<file path="config.mk">
export PLATFORM = sky130hd
export DESIGN_NAME = bit_64_adder
export DESIGN_NICKNAME = d
export VERILOG_FILES = /design/src/rtl/bit_64_adder.sv
export SDC_FILE = /design/constraint.sdc
export NUM_CORES = 1
export LEC_CHECK = 0
export CORE_UTILIZATION = 42
export CTS_CLUSTER_SIZE = 25
export DETAILED_ROUTE_END_ITERATION = 10
export PLACE_DENSITY = 0.87
export REMOVE_ABC_BUFFERS = 1
export SETUP_SLACK_MARGIN = 0.15
export SYNTH_ARGS = -nofsm -noshare
export SYNTH_HDL_FRONTEND = slang
export SYNTH_SLANG_ARGS = --single-unit
</file>
<file path="constraint.sdc">
create_clock -name clk -period 2.32 [get_ports clk]
set_input_delay 0.348 -clock clk [delete_from_list [all_inputs] [get_ports clk]]
set_output_delay 0.348 -clock clk [all_outputs]
set_load 0.05 [all_outputs]
</file>
<file path="src/rtl/bit_64_adder.sv">
// 64-bit registered adder built from 16 four-bit carry-lookahead groups with rippled group carries.
// Optional zero flag output enabled by defining BIT_64_ADDER_ZERO_FLAG_EN.
module bit_64_adder (
  input  logic        clk,
  input  logic        rst,
  input  logic [63:0] a,
  input  logic [63:0] b,
`ifdef BIT_64_ADDER_ZERO_FLAG_EN
  output logic        zero,
`endif
  output logic [63:0] sum,
  output logic        carry,
  output logic        overflow
);

  logic [63:0] g;
  logic [63:0] p;
  logic [64:0] c;
  logic [63:0] sum_d;
  logic        carry_d;
  logic        overflow_d;
  logic [63:0] sum_q;
  logic        carry_q;
  logic        overflow_q;

  assign g    = a & b;
  assign p    = a ^ b;
  assign c[0] = 1'b0;

  // Each group resolves its internal carries from its own cin in two gate levels.
  for (genvar k = 0; k < 16; k++) begin : g_cla
    localparam int B = 4 * k;
    logic ci;
    assign ci = c[B];
    assign c[B+1] = g[B] | (p[B] & ci);
    assign c[B+2] = g[B+1] | (p[B+1] & g[B]) | (p[B+1] & p[B] & ci);
    assign c[B+3] = g[B+2] | (p[B+2] & g[B+1]) | (p[B+2] & p[B+1] & g[B])
                  | (p[B+2] & p[B+1] & p[B] & ci);
    assign c[B+4] = g[B+3] | (p[B+3] & g[B+2]) | (p[B+3] & p[B+2] & g[B+1])
                  | (p[B+3] & p[B+2] & p[B+1] & g[B])
                  | (p[B+3] & p[B+2] & p[B+1] & p[B] & ci);
  end

  assign sum_d      = p ^ c[63:0];
  assign carry_d    = c[64];
  assign overflow_d = c[63] ^ c[64];

  always_ff @(posedge clk or posedge rst) begin
    if (rst) begin
      sum_q      <= '0;
      carry_q    <= 1'b0;
      overflow_q <= 1'b0;
    end else begin
      sum_q      <= sum_d;
      carry_q    <= carry_d;
      overflow_q <= overflow_d;
    end
  end

  assign sum      = sum_q;
  assign carry    = carry_q;
  assign overflow = overflow_q;

`ifdef BIT_64_ADDER_ZERO_FLAG_EN
  logic zero_d;
  logic zero_q;

  // Reset value tracks the cleared sum.
  assign zero_d = (sum_d == 64'd0);

  always_ff @(posedge clk or posedge rst) begin
    if (rst) zero_q <= 1'b1;
    else     zero_q <= zero_d;
  end

  assign zero = zero_q;
`endif

endmodule

</file>
==> results of run 1 <==
## what timing repair did
item | CTS | global route
pin swaps | 97 | 74
endpoints found under the hold margin | 0 | 0
setup buffers | 48 | 21
cloned | 0 | 0
gates resized for setup | 352 | 124
endpoints found under the setup margin | 58 | 58
## worst paths after layout
path / end / slack (ns) / depth (start not counted)
setup / recovery: sum[60] / -0.49 / 11
hold / removal: sum[0] / 0.26 / 2
max in group asynchronous: sum[15] / 1.58 / 3
min in group asynchronous: sum[36] / 0.37 / 3
## cells in the final DEF, fill, tap and decap left out, types with 10 or more instances in the layout
cell type and instances:
buf_4 143, clkdlybuf4s50_1 125, dfrtp_1 66, buf_6 54
ha_4 35, ha_1 27, xor2_1 25, buf_2 25
a21oi_2 23, a21o_1 18, xnor2_1 18, a21oi_1 17
fa_2 14, clkbuf_8 11, nand2_1 10, nor2_1 10
## per-stage QoR
stage / cell area (µm²) / TNS [ns] / utilization
finish: 9030 / -12.05 / 0.915
global route: 9030 / -14.68 / 0.915
detailed placement: 7270 / -46.71 / 0.737
CTS: 8440 / -4.44 / 0.856
global placement: 7270 / -43.90 / 0.737
floorplan: 4310 / -8.95 / -
## state kept, by name (all words and copies together) (netlist names)
signal and flops:
overflow 1, sum 64, carry 1
## routing by layer
metal / vias to the layer above / share of wire / global-route usage
li1: 2162 / - / -
met1: 2489 / 0.33 / 0.337
met2: 348 / 0.53 / 0.687
met3: 134 / 0.067 / 0.0780
met4: 0 / 0.072 / 0.200
met5: - / 0 / 0
## power by group through the flow
stage	clock (W)	sequential, W	combinational (W)
2_1_floorplan	0	0.00238	0.000593
3_3_place_gp	0	0.00148	0.00256
4_1_cts	0.00102	0.00147	0.00291
3_5_place_dp	0	0.00149	0.00265
6_report	0.00107	0.00149	0.00331
5_1_grt	0.00112	0.00150	0.00343
## kinds of logic after synthesis
kind of cell	Yosys count	share of synthesized area
fa+ha+maj	80	0.260
compound gates	114	0.175
buf+inv	13	0.0113
xor+xnor	47	0.0955
flops	66	0.383
simple gates	61	0.0714
mux	1	0.00348
## area by class of cell
class,count,area (µm²)
well taps,133,166
fillers,348,837
flip-flops and latches,66,1650
clock buffers,11,151
repair buffers,374,3320
inverters,13,51.3
clock inverters,5,52.6
multi-input cells,303,3640
==> flow_summary.ini, run 1 <==
[run_status]
outcome = finished with violations
violations = negative setup slack

[timing]
rsz0062_at_grt = yes
fmax_mhz = 355
timing.hold.ws_ns = 0.262
report.final.slew_viol_count = 0
tightest_slew_ns = 0.577
fin_crit_sh = 1.21
setup_viol = 50
period_minus_slack_ns = 2.81
slew_headroom = 0.614
finalHoldViolations = 0
setup_slack_ns = -0.494

[place]
placed_cells = 820
dp_slack_ns = -1.20
place_congestion = 0.875
io_buffers = 195
hpwl_um = 11000

[logic_synthesis]
netlist_area_um2 = 4310
synth_area_leaders = dfrtp_1 (38%), ha_1 (19%), fa_1 (7.4%), a21oi_1 (5.6%), xor2_1 (5.3%)
yosysTopAreaCell = dfrtp_1
ys_ff_latch = 66
syn_inst = 382
synth_cell_types = 42
synth_edf_count = 0
ys_seq_area_frac = 0.383
avgSynthCellArea_um2 = 11.3
yosys_warnings = 0
ys_async_sr_fraction = 1.00
synth_commonest_cells = dfrtp_1 (66), ha_1 (64), a21oi_1 (48), xor2_1 (26), xnor2_1 (21)
synth_flop_cell = dfrtp_1
synth_most_common_cell = dfrtp_1
netlist.area_leader.share = 0.383

[global_routing]
grt_usage = 0.352
grt_pass1_vias = 5576
grt_pass1_wl_um = 27600
gr-total-overflow = 0
grt_start_max_net_pins = 40
antenna_found_initial = 0

[route]
first_iter_violations = 147
drc_errors = 0
wl_per_cell_um = 24.2
routed-via-count = 5133
viasPerCell = 5.67
antenna_left = 0
first_pass_iters = 4
wirelength_um = 21900

[run]
max-cap-violations = 0

[cts]
path_clk_slew_ns = 0.10
cts_tree = built
cts_buffers = 9
clock_sinks = 66
postCtsHoldBufs = 0
htree_levels = 3
clockBufferDepth = 2
root_buffer = clkbuf_8

[pwr]
switching_share = 0.429
leakagePower_nw = 4.03
clkPwrFrac = 0.183
comb_power_share = 0.563
ir_worst_vdd_mv = 0.467
switchingPower_w = 0.00252
intPower_w = 0.00335
powerDensity_nw_per_um2 = 650
seq_power_share = 0.254
power_w = 0.00587

[min_path]
hold_path_class = in -> reg
worstHoldStart = b[0]

[layout]
drive_above_1_share = 0.518
instances_no_fill = 905
num-nets-final = 977
area_delta_synth_final_pct = 109
antennaDiodeCount = 0

[worst_setup_path]
start_kind = primary input
worstPathArrival_ns = 3.03
cp_top_family = simple AND/OR/NAND/NOR gates
slowest_delay_ns = 0.45
cp-end-kind = flop
crit_buf_inv = 2
cpMaxStageDelayCell = or3b_4
crit_required_ns = 2.54
crit_fanout = 5
criticalPathCategory = in -> reg
cp-startpoint = b[24]
worstPathCellList = buf_6 -> ha_4 -> nand4_1 -> or3b_4 -> or2_4 -> o32ai_4 -> buf_6 -> o31ai_4 -> o31a_4 -> o21ai_4 -> fa_2
worst_path_most_repeated_cell = buf_6

[die]
pin_count = 196
dieArea_um2 = 10700
die_h_um = 103
start_util = 0.437
die-width_um = 103
num_rows = 36
placeableCoreArea_um2 = 9860
Note: power is estimated with default switching activity, not from simulation.
==> run 2: changes to the inputs <==
==> constraint.sdc (replaced) <==
create_clock -name clk -period 2.32 [get_ports clk]
set_input_delay 0.58 -clock clk [delete_from_list [all_inputs] [get_ports clk]]
set_output_delay 0.58 -clock clk [all_outputs]
set_load 0.05 [all_outputs]
==> run 2 against run 1 <==
Die area is the same. Largest power group unchanged. Non-clock buffer count decreased by 10. Count of clock-buffer cells in the layout rose by 1. Critical path type unchanged. Sequential power about the same. Via count rose by 4.1%. The run still ends with negative setup slack left. Design area barely moved.
==> flow_summary.ini, run 2 (synthesis gave the netlist of run 1 again) <==
[global_routing]
grt_pass1_vias = 5316
gr-total-overflow = 0
grt_pass1_wl_um = 27100
grt_usage = 0.344
grt_start_max_net_pins = 67
antenna_found_initial = 2

[cts]
path_clk_slew_ns = 0.10
clockBufferDepth = 2
cts_tree = built
htree_levels = 3
root_buffer = clkbuf_8
clock_sinks = 66
cts_buffers = 9

[run_status]
violations = negative setup slack
outcome = finished with violations

[timing]
fmax_mhz = 327
setup_tns_ns = -23.95
period_minus_slack_ns = 3.06
finalHoldViolations = 0
slew_headroom = 0.609
setup_viol = 57
setup_slack_ns = -0.739
report.final.slew_viol_count = 0
tightest_slew_ns = 0.584
fin_crit_sh = 1.32
rsz0062_at_grt = yes

[pwr]
ir_worst_vdd_mv = 0.435
leakagePower_nw = 4.15
clkPwrFrac = 0.216
switchingPower_w = 0.00259
intPower_w = 0.00356
switching_share = 0.422
comb_power_share = 0.542
powerDensity_nw_per_um2 = 681
power_w = 0.00615
seq_power_share = 0.242

[route]
wl_per_cell_um = 26.0
viasPerCell = 5.96
wirelength_um = 23300
antenna_left = 0
drc_errors = 0
routed-via-count = 5341
first_pass_iters = 6
first_iter_violations = 387

[place]
io_buffers = 195
dp_slack_ns = -1.40
hpwl_um = 10900
placed_cells = 820
place_congestion = 0.918

[die]
placeableCoreArea_um2 = 9860
dieArea_um2 = 10700
die_h_um = 103
start_util = 0.437
die-width_um = 103
num_rows = 36
pin_count = 196

[layout]
final_common_cell = buf_4
fill_cells = 349
final_cell_mix = buf_4 (133), clkdlybuf4s50_1 (102), dfrtp_1 (66)
drive_above_1_share = 0.528
num-nets-final = 967
instances_no_fill = 896
largest_reg_flops = 64
area_delta_synth_final_pct = 109

[worst_setup_path]
start_kind = primary input
criticalPathCategory = in -> reg
cpMaxStageDelayCell = dlygate4sd2_1
crit_required_ns = 2.57
worstPathCellList = dlygate4sd2_1 -> ha_4 -> nand4_1 -> nor2_2 -> o211ai_1 -> a21oi_2 -> o31ai_4 -> o31a_4 -> nor2_4 -> o41ai_4 -> mux2_4
worstPathArrival_ns = 3.31
crit_fanout = 5
slowest_delay_ns = 0.34
cp-end-kind = flop

[run]
max-cap-violations = 0

[min_path]
hold_path_class = in -> reg
[run 2: cell count changes in the layout (fill, tap and decap cells not counted), moves of 5 or more]
cell	delta
clkdlybuf4s50_1	-23
dlymetal6s2s_1	+17
dlygate4sd2_1	+5
buf_4	-10
ha_1	-8
buf_2	+12
buf_6	-5
ha_4	+5
[run 2: cell type report]
type	count	area, µm²	share of cell area
antenna	1	2.50	0.000277
multi-input combinational	303	3680	0.407
clock buffer	12	155	0.0172
inverter	13	48.8	0.00541
tap	133	166	0.0184
clock inverter	4	97.6	0.0108
sequential	66	1650	0.183
timing repair buffer	364	3230	0.357
[run 2: timing repair]
action,in CTS,in global routing
setup endpoints to repair,59,60
hold buffers,0,0
pin swaps,104,79
resized for setup,398,108
buffers inserted,37,22
[run 2: layer usage]
metal,global-route usage,up-vias,part of all wire
li1,-,2143,-
met4,0.171,0,0.085
met5,0,-,0
met1,0.349,2545,0.31
met2,0.649,474,0.51
met3,0.0901,179,0.097
[run 2: path summary, 6_finish.rpt]
kind	start	to	slack, ns	cells past startpoint
setup / recovery	b[42]	overflow	-0.74	11
hold / removal	a[0]	sum[0]	0.47	2
max in group asynchronous	rst	sum[46]	1.36	3
min in group asynchronous	rst	sum[0]	0.62	3
[run 2: worst max-delay path, delay by kind of cell]
| kind | cells | cell delay [ns] |
|---|---|---|
| adders and majority gates | 1 | 0.34 |
| muxes | 1 | 0.32 |
| and+or+nand+nor | 3 | 0.73 |
| buffers and inverters | 1 | 0.34 |
| AOI/OAI and AO/OA | 5 | 0.98 |
[run 2: power by group through the flow]
stage               clock network (W)  logic [W]  registers [W]
floorplan                           0   0.000593        0.00238
global placement                    0    0.00256        0.00148
detailed placement                  0    0.00264        0.00149
CTS                           0.00126    0.00293        0.00146
global route                  0.00136    0.00345        0.00151
finish                        0.00133    0.00333        0.00149
[run 2: metrics by stage]
stage | util | hold slack [ns] | cell area [µm²]
floorplan | - | 0.707 | 4310
global placement | 0.737 | 1.01 | 7270
detailed placement | 0.737 | 1.02 | 7270
CTS | 0.861 | 0.477 | 8490
global route | 0.915 | 0.472 | 9020
finish | 0.915 | 0.472 | 9020
